`src/rtl/gate_pkg.sv`:
```
// gate_pkg: shared op encodings, FSM states and vector-index width for gate_tester
package gate_pkg;
  localparam int IDX_W = 2;
  typedef enum logic [2:0] {OP_AND, OP_OR, OP_XOR, OP_NAND, OP_NOR, OP_XNOR} op_t;
  typedef enum logic [2:0] {IDLE, DRIVE, SETTLE, CHECK, DONE} state_t;
  function automatic logic op_valid(input logic [2:0] op);
    return !(op[2] && op[1]);
  endfunction
endpackage

```
`src/rtl/gate_ref.sv`:
```
// gate_ref: golden two-input gate model selected by op
module gate_ref
  import gate_pkg::*;
(
  input  logic [2:0] op,
  input  logic       a,
  input  logic       b,
  output logic       expected
);
  always_comb begin
    expected = 1'b0;
    case (op)
      OP_AND:  expected = a & b;
      OP_OR:   expected = a | b;
      OP_XOR:  expected = a ^ b;
      OP_NAND: expected = ~(a & b);
      OP_NOR:  expected = ~(a | b);
      OP_XNOR: expected = ~(a ^ b);
      default: expected = 1'b0;
    endcase
  end
endmodule

```
`src/rtl/gate_tester.sv`:
```
// gate_tester: drives all four {a,b} vectors into a gate under test and scores its response
module gate_tester
  import gate_pkg::*;
#(
  parameter int SETTLE_CYCLES = 2
) (
  input  logic       clk,
  input  logic       rst,
  input  logic       start,
  input  logic [2:0] op,
  output logic       a,
  output logic       b,
  input  logic       y,
  output logic       busy,
  output logic       done,
  output logic       pass,
  output logic [2:0] err_count,
  output logic       fail_valid,
  output logic [1:0] first_fail
);
  state_t state, nxt;
  logic [IDX_W-1:0] idx;
  logic [3:0] cnt;
  logic [2:0] op_q;
  logic exp_y, mism;
  gate_ref u_ref (.op(op_q), .a(a), .b(b), .expected(exp_y));
  assign mism = exp_y != y;
  assign busy = state inside {DRIVE, SETTLE, CHECK};
  assign done = state == DONE;
  always_comb begin
    nxt = state;
    case (state)
      IDLE:    nxt = start && op_valid(op) ? DRIVE : IDLE;
      DRIVE:   nxt = SETTLE;
      SETTLE:  nxt = cnt == 4'd0 ? CHECK : SETTLE;
      CHECK:   nxt = idx == 2'd3 ? DONE : DRIVE;
      default: nxt = IDLE;
    endcase
  end
  always_ff @(posedge clk) begin
    if (rst) begin
      state <= IDLE;
      idx <= '0;
      cnt <= '0;
      op_q <= '0;
      a <= 1'b0;
      b <= 1'b0;
      pass <= 1'b0;
      err_count <= '0;
      fail_valid <= 1'b0;
      first_fail <= '0;
    end else begin
      state <= nxt;
      if (state == IDLE && nxt == DRIVE) begin
        op_q <= op;
        idx <= '0;
        pass <= 1'b0;
        err_count <= '0;
        fail_valid <= 1'b0;
        first_fail <= '0;
      end
      if (state == DRIVE) begin
        {a, b} <= idx;
        cnt <= 4'(SETTLE_CYCLES - 1);
      end
      if (state == SETTLE && cnt != 4'd0) cnt <= cnt - 4'd1;
      if (state == CHECK) begin
        if (mism) begin
          err_count <= err_count + 3'(err_count != 3'd4);
          if (!fail_valid) begin
            fail_valid <= 1'b1;
            first_fail <= idx;
          end
        end
        if (idx == 2'd3) pass <= err_count == 3'd0 && !mism;
        else idx <= idx + 2'd1;
      end
    end
  end
endmodule

```
`config.mk`:
```
export PLATFORM = sky130hd
export DESIGN_NAME = gate_tester
export DESIGN_NICKNAME = d
export VERILOG_FILES = /design/src/rtl/gate_pkg.sv /design/src/rtl/gate_ref.sv /design/src/rtl/gate_tester.sv
export SDC_FILE = /design/constraint.sdc
export NUM_CORES = 1
export LEC_CHECK = 0
export ABC_AREA = 0
export BUFFER_PORTS_ARGS = -buffer_cell sky130_fd_sc_hd__buf_2
export CAP_MARGIN = 15
export CORE_MARGIN = 10
export CORE_UTILIZATION = 50
export CTS_CLUSTER_SIZE = 12
export DETAILED_ROUTE_END_ITERATION = 10
export PLACE_DENSITY = 0.81
export SYNTH_ARGS = -nofsm -noshare
export SYNTH_HDL_FRONTEND = slang
export SYNTH_SLANG_ARGS = --single-unit
```
`constraint.sdc`:
```
create_clock -name clk -period 2.6 [get_ports clk]
set_input_delay 0.13 -clock clk [delete_from_list [all_inputs] [get_ports clk]]
set_output_delay 0.13 -clock clk [all_outputs]
set_load 0.05 [all_outputs]
```
==> results of run 1 <==
-- worst paths after layout --
kind | depth (start not counted) | slack [ns] | to | start
worst min register to register | 2 | 0.50 | pass | pass
worst max register to register | 7 | 0.59 | cnt[3] | cnt[0]
worst min-delay path | 3 | 0.06 | op_q[0] | op[0]
worst max-delay path | 7 | 0.59 | cnt[3] | cnt[0]
-- synthesized netlist by cell type, types with 2 or more instances --
| cell | number |
|---|---|
| sky130_fd_sc_hd__ha_1 | 6 |
| sky130_fd_sc_hd__nor3b_1 | 3 |
| sky130_fd_sc_hd__o31ai_1 | 2 |
| sky130_fd_sc_hd__nor2b_1 | 3 |
| sky130_fd_sc_hd__nand2b_1 | 4 |
| sky130_fd_sc_hd__nand4b_1 | 3 |
| sky130_fd_sc_hd__nor3_1 | 6 |
| sky130_fd_sc_hd__and3b_1 | 2 |
| sky130_fd_sc_hd__nor2_1 | 20 |
| sky130_fd_sc_hd__o21ai_0 | 5 |
| sky130_fd_sc_hd__mux2i_1 | 7 |
| sky130_fd_sc_hd__inv_1 | 6 |
| sky130_fd_sc_hd__buf_6 | 2 |
| sky130_fd_sc_hd__clkbuf_1 | 2 |
| sky130_fd_sc_hd__mux2_4 | 3 |
| sky130_fd_sc_hd__nand2_1 | 6 |
| sky130_fd_sc_hd__dfxtp_1 | 21 |
| sky130_fd_sc_hd__a211oi_1 | 3 |
| sky130_fd_sc_hd__a21oi_1 | 10 |
| sky130_fd_sc_hd__nand3b_1 | 4 |
-- logic make-up (layout without fill, tap and decap cells) --
| kind of cell | after synthesis | count (layout) | share of synthesized area, % |
|---|---|---|---|
| AO/OA/AOI/OAI | 29 | 29 | 16.1 |
| XOR/XNOR | 2 | 2 | 1.45 |
| adder cells (fa/ha/maj) | 6 | 6 | 6.22 |
| buffers and inverters | 12 | 27 | 5.39 |
| flip-flops | 21 | 21 | 34.8 |
| multiplexers | 11 | 11 | 10.5 |
| AND/OR/NAND/NOR | 56 | 56 | 25.6 |
-- registers in the layout (all words and copies together) (netlist names) --
register,cells
cnt,4
err_count,3
op_q,3
state,3
first_fail,2
idx,2
a,1
b,1
fail_valid,1
pass,1
-- metrics by stage --
stage          instance area, um2  setup WS, ns  power (mW)  util, %
2_1_floorplan                1210         0.407       0.480        -
3_3_place_gp                 1280         0.717       0.496     57.0
3_5_place_dp                 1280         0.636       0.501     57.0
4_1_cts                      1310         0.600       0.662     58.2
5_1_grt                      1310         0.462       0.693     58.2
6_report                     1310         0.587       0.654     58.2
-- worst max-delay path: cells and delay by family (launching register included) --
family	cells	cell delay, ns
AND/OR/NAND/NOR	3	0.65
flip-flops	1	0.40
multiplexers	1	0.39
AO/OA/AOI/OAI	1	0.23
adder cells (fa/ha/maj)	1	0.21
buffers and inverters	1	0.06
-- final cells by class --
class                   count  area share [%]
multi-input cells         104            55.1
inverters                   6            1.72
flip-flops and latches     21            32.1
repair buffers             17            6.49
well taps                  28            2.67
clock buffers               4            2.00
-- power by group through the flow --
stage	clock network (mW)	registers [mW]	logic (mW)
3_3_place_gp	0	0.366	0.129
5_1_grt	0.178	0.365	0.150
6_report	0.159	0.361	0.134
2_1_floorplan	0	0.358	0.122
4_1_cts	0.167	0.361	0.134
3_5_place_dp	0	0.368	0.134
-- routing by layer --
layer  GRT usage [%]  wire length, um  part of all wire (%)
met3            3.85              143                   5.6
met5               0                0                     0
met2            16.9             1240                    49
met4            4.66               37                   1.4
met1            12.7             1130                    44
==> results.txt, run 1 <==
----------------------------------------------------
[GRT]
  Number of global-route vias before repair ... 960
  Overflow after GRT ... 0
  Total track usage ... 10.7%
  Global-route wire length before repair ... 4420 um
  Initial antenna violation count ... 0
  Pin count of the biggest net entering global routing ... 25

[Finish]
  Ratio of cells with drive above 1 in the final layout ... 18.4%
  Finished Layout Cells ... 180
  Final net count ... 166
  Most common cell after layout, fill and taps aside ... sky130_fd_sc_hd__dfxtp_1
  Highest-count cells in the layout ignoring fill and taps ... sky130_fd_sc_hd__dfxtp_1 (21), sky130_fd_sc_hd__nor2_1 (20), sky130_fd_sc_hd__buf_2 (17)
  Combined flip-flop and latch cell area ... 420 um2
  Count of inserted antenna diode cells ... 0
  Area overhead of the layout relative to synthesis ... 8.60%
  Fillers ... 218
  Area of the multi-input gates ... 722 um2

[CTS]
  Number of setup buffers added after CTS ... 0
  Total CTS buffers ... 3
  Resized cells post-CTS ... 0
  Longest Clk Path Bufs ... 2
  Worst-path clk slew ... 0.12 ns
  # hold bufs at CTS ... 0
  Clock latency of the later-clocked register in the worst-skew pair ... 0.31 ns
  Sink Count ... 21
  Depth of the CTS H-tree ... 1
  Clock tree from TritonCTS ... built
  Clock root cell ... sky130_fd_sc_hd__clkbuf_4

[Timing]
  Achievable clock frequency ... 497 MHz
  Number of endpoints failing setup at the final stage ... 0
  Final Hold Fails ... 0
  Slew at the pin closest to its max-slew limit ... 0.709 ns
  Period Utilization, post-route ... 77.4%
  Setup repair after global routing missed its margin ... no
  Number of max-slew violations in the final report ... 0
  Sum Neg Setup Slack ... 0 ns
  Post-layout min period ... 2.01 ns
  Relative slew slack ... 52.6%
  Worst hold margin ... 0.0557 ns
  Clock skew after layout ... 0.00466 ns

[Floorplanning]
  DIE WIDTH ... 69.1 um
  Starting density of the core ... 53.6%
  Die span in y ... 69.1 um
  I/O pin cnt ... 18
  Placement Rows ... 17
  Die area ... 0.00478 mm2
  Core area ... 0.00225 mm2

[Run status]
  Status ... completed

[Flow run]
  Max-cap violations ... 0

[Setup path]
  Critical path fanouts, max ... 5
  Series of cell instances along the critical path ... inv_1, ha_1, nand2b_1, nor2_1, nor4b_2, mux2_2, a211oi_1
  Required time of the worst setup path ... 2.83 ns
  CP Capture Type ... flop
  Slowest stage cell, crit path ... sky130_fd_sc_hd__nor4b_2
  Delay of the slowest critical-path stage ... 0.47 ns
  Startpoint class of the critical path ... flop
  Arr. time, crit path ... 2.24 ns
  CP Class ... reg2reg

[Routing]
  Antenna viol nets, final ... 0
  Vias per Instance ... 5.70
  Vias post-DR ... 1026
  Number of violations reported at the end of detailed-routing iteration 0 ... 82
  Routed wire length ... 2550 um
  First drt pass iteration count ... 4
  Per-cell routed wire length ... 14.2 um
  DRC errors left ... 0

[Yosys]
  Post-Syn Area ... 0.00121 mm2
  EDFF count, synth ... 0
  Post-synth top area share ... 34.8%
  Mean instance size in the synthesized netlist ... 8.81 um2
  Post-synth cell types ... 39
  Number of register bits inferred by synthesis ... 21
  Synth Warn # ... 0
  Leading post-synthesis cells by cell area ... sky130_fd_sc_hd__dfxtp_1 (35%), sky130_fd_sc_hd__ha_1 (6.2%), sky130_fd_sc_hd__nor2_1 (6.2%)
  Synth Net Count ... 150
  Library cell occupying the most area in the post-synthesis netlist ... sky130_fd_sc_hd__dfxtp_1
  Predominant post-synthesis flop cell ... sky130_fd_sc_hd__dfxtp_1
  Cell count after synthesis ... 137
  Register area share after synthesis ... 34.8%
  Proportion of synthesized flip-flops having asynchronous set or reset ... 0%

[Pwr]
  Share of power burned in the clock network ... 24.3%
  Sequential cell fraction of total power ... 55.2%
  Combinational cell fraction of total power ... 20.5%
  Peak VDD IR ... 393 uV
  Static leakage ... 0.556 nW
  Power per cell area ... 499 mW/mm2
  Switching fraction of total power ... 31.3%
  NetSw ... 0.205 mW
  Internal power consumption ... 0.449 mW

[Worst hold path]
  Min-Delay Path Class ... in2reg

[Placement]
  Cell total after placement ... 176
  HPWL Detailed ... 1950 um
  GP Congestion ... 0.800
  Total of buffers placed on input and output ports ... 17

----------------------------------------------------
(Power assumes the default switching activity.)
==> run 2, diff against run 1 <==
--- a/config.mk
+++ b/config.mk
@@ -12,7 +12,7 @@
 export CORE_UTILIZATION = 50
 export CTS_CLUSTER_SIZE = 12
 export DETAILED_ROUTE_END_ITERATION = 10
-export PLACE_DENSITY = 0.81
+export PLACE_DENSITY = 0.84
 export SYNTH_ARGS = -nofsm -noshare
 export SYNTH_HDL_FRONTEND = slang
 export SYNTH_SLANG_ARGS = --single-unit
==> constraint.sdc (replaced) <==
create_clock -name clk -period 1.71 [get_ports clk]
set_input_delay 0.0855 -clock clk [delete_from_list [all_inputs] [get_ports clk]]
set_output_delay 0.0855 -clock clk [all_outputs]
set_load 0.05 [all_outputs]
==> run 2 against run 1 <==
  * The flow now finishes with violations (setup timing)
  * Die area stayed put
  * Critical path type unchanged
  * First-iteration DRC count is 11% higher
  * Highest routed layer unchanged
  * Setup slack worse by 0.73 ns
  * Routed wire length is 17% higher
  * Combinational power is 110% higher
  * Flip-flop and latch count stayed put
  * Largest cell class unchanged
==> results.txt, run 2 (same netlist as run 1, synthesis figures left out) <==
----------------------------------------------------
[Run status]
  Status ... complete, but fails checks
  Violated checks ... setup timing

[Finish]
  Area of the multi-input gates ... 810 um2 (+12%)
  Number of flip-flops under the largest register name ... 4 (unchanged)
  Highest-count cells in the layout ignoring fill and taps ... sky130_fd_sc_hd__nor2_1 (19), sky130_fd_sc_hd__dfxtp_1 (17), sky130_fd_sc_hd__buf_2 (17)
  Most common cell after layout, fill and taps aside ... sky130_fd_sc_hd__nor2_1
  Fillers ... 185 (-15%)
  Area overhead of the layout relative to synthesis ... 24.6%
  Count of inserted antenna diode cells ... 0 (unchanged)
  Finished Layout Cells ... 192 (+6.7%)
  Ratio of cells with drive above 1 in the final layout ... 35.4% (+17 points)
  Register ranked first by flip-flop count ... cnt
  Combined flip-flop and latch cell area ... 430 um2 (+2.4%)
  Final instance area ... 0.00150 mm2 (+15%)
  Final net count ... 178 (+7.2%)

[Placement]
  Total of buffers placed on input and output ports ... 17 (unchanged)
  Cell total after placement ... 185 (+5.1%)
  Placement-stage cell area ... 0.00139 mm2 (+8.3%)
  GP Congestion ... 0.878 (+9.8%)
  HPWL Detailed ... 2160 um (+11%)

[Flow run]
  Max-cap violations ... 0 (unchanged)

[Floorplanning]
  Core area ... 0.00225 mm2 (unchanged)
  Die area ... 0.00478 mm2 (unchanged)
  Die span in y ... 69.1 um (unchanged)
  Placement Rows ... 17 (unchanged)
  DIE WIDTH ... 69.1 um (unchanged)
  Starting density of the core ... 53.6% (unchanged)
  I/O pin cnt ... 18 (unchanged)

[Setup path]
  CP Class ... reg2reg
  Arr. time, crit path ... 2.07 ns (-0.17 ns)
  Worst reg-to-reg setup slack ... -0.15 ns (-0.73 ns)
  Origin of the critical flop-to-flop path ... a
  Worst-case reg-to-reg path depth ... 7 (unchanged)
  Required time of the worst setup path ... 1.92 ns (-0.91 ns)
  Startpoint class of the critical path ... flop
  R2r endpoint ... err_count[2]
  Critical path fanouts, max ... 4 (-1)
  CP Capture Type ... flop

[Pwr]
  Final Total Pwr ... 1.06 mW (+63%)
  Power per cell area ... 708 mW/mm2 (+42%)
  Peak VDD IR ... 627 uV (+60%)
  Static leakage ... 0.623 nW (+12%)

[Routing]
  Per-cell routed wire length ... 15.5 um (+9.4%)
  Antenna viol nets, final ... 0 (unchanged)
  Vias post-DR ... 1086 (+5.8%)
  DRC errors left ... 0 (unchanged)
  Routed wire length ... 2980 um (+17%)
  First drt pass iteration count ... 4 (unchanged)
  Vias per Instance ... 5.66 (-0.77%)
  Number of violations reported at the end of detailed-routing iteration 0 ... 91 (+11%)

[CTS]
  Clock tree from TritonCTS ... built
  Depth of the CTS H-tree ... 1 (unchanged)
  Clock root cell ... sky130_fd_sc_hd__clkbuf_4
  Total CTS buffers ... 3 (unchanged)
  # hold bufs at CTS ... 0 (unchanged)
  Longest Clk Path Bufs ... 2 (unchanged)
  Clock latency of the later-clocked register in the worst-skew pair ... 0.31 ns (about the same)
  Sink Count ... 21 (unchanged)
  Worst-path clk slew ... 0.11 ns (about the same)

[Timing]
  Slew at the pin closest to its max-slew limit ... 0.420 ns (-0.289 ns)
  Achievable clock frequency ... 538 MHz (+8.4%)
  Worst hold margin ... 0.0110 ns (-0.0446 ns)
  Clock skew after layout ... 0.00300 ns (-0.00167 ns)
  Setup repair after global routing missed its margin ... yes
  Relative slew slack ... 72.0% (+19 points)
  Final Hold Fails ... 0 (unchanged)
  Period Utilization, post-route ... 109% (+31 points)
  Number of endpoints failing setup at the final stage ... 6 (+6)
  Number of max-slew violations in the final report ... 0 (unchanged)
  Post-layout min period ... 1.86 ns (-0.155 ns)
  Crit path setup slack, layout ... -0.148 ns (-0.735 ns)

[GRT]
  Initial antenna violation count ... 0 (unchanged)
  Global-route wire length before repair ... 5210 um (+18%)
  Number of global-route vias before repair ... 1149 (+20%)
  Total track usage ... 12.7% (+1.9 points)
  Overflow after GRT ... 0 (unchanged)
  Pin count of the biggest net entering global routing ... 25 (unchanged)

[Worst hold path]
  Number of instances on the worst hold path ... 3 (unchanged)
  Hold Path Sink ... op_q[0]
  Hold Path Origin ... op[0]
  Min-Delay Path Class ... in2reg

----------------------------------------------------
run 2: cell types whose count changed in the layout (fill, tap and decap cells not counted), sizes merged:
cell,change
buf,+12
run 2: timing repair:
| action | CTS | global route |
|---|---|---|
| pin swaps | 4 | 2 |
| setup endpoints to repair | 6 | 9 |
| gates resized for setup | 10 | 3 |
| setup buffers | 1 | 2 |
run 2: critical path: stages (launching register included):
cell and delay, ns:
sky130_fd_sc_hd__dfxtp_4 0.38, sky130_fd_sc_hd__inv_4 0.04, sky130_fd_sc_hd__ha_4 0.15, sky130_fd_sc_hd__mux2_4 0.27, sky130_fd_sc_hd__mux2_4 0.30, sky130_fd_sc_hd__o2111ai_4 0.21
sky130_fd_sc_hd__a21boi_2 0.10, sky130_fd_sc_hd__mux2_4 0.31
run 2: worst max path at each step:
stage,from,endpoint,slack [ns],depth (start not counted)
final,a,err_count[2],-0.15,7
after detailed placement,a,err_count[2],-0.16,7
after CTS,a,err_count[2],-0.11,7
after global routing,a,err_count[2],-0.20,7
after floorplan,b,err_count[2],-0.18,7
after global placement,a,err_count[2],-0.08,7
run 2: final cells by class:
type,instances,share of cell area (%)
tap,28,2.33
sequential,21,28.6
inverter,6,1.83
timing repair buffer,29,11.6
clock buffer,4,1.75
multi-input combinational,104,53.8
run 2: where the power goes:
| group | switching [mW] | total [mW] | leakage [nW] | internal [mW] |
|---|---|---|---|---|
| clock network | 0.152 | 0.244 | 0.0150 | 0.0912 |
| registers | 0.0286 | 0.538 | 0.173 | 0.509 |
| logic | 0.160 | 0.284 | 0.435 | 0.124 |
| total | 0.341 | 1.06 | 0.623 | 0.724 |
run 2: per-stage QoR:
stage                     util [%]  setup TNS [ns]  worst slack, ns
after floorplan                  -          -0.375           -0.182
after global placement        61.7         -0.0945          -0.0763
after detailed placement      61.7          -0.346           -0.160
after CTS                     65.7          -0.156           -0.115
after global routing          66.7          -0.918           -0.200
final                         66.7          -0.432           -0.148
run 2: layer usage:
metal | vias up | track usage, % | wire length (um)
li1 | 542 | - | -
met1 | 512 | 13.4 | 1240
met2 | 28 | 22.4 | 1540
met3 | 4 | 4.99 | 166
met4 | 0 | 3.55 | 29
met5 | - | 0 | 0
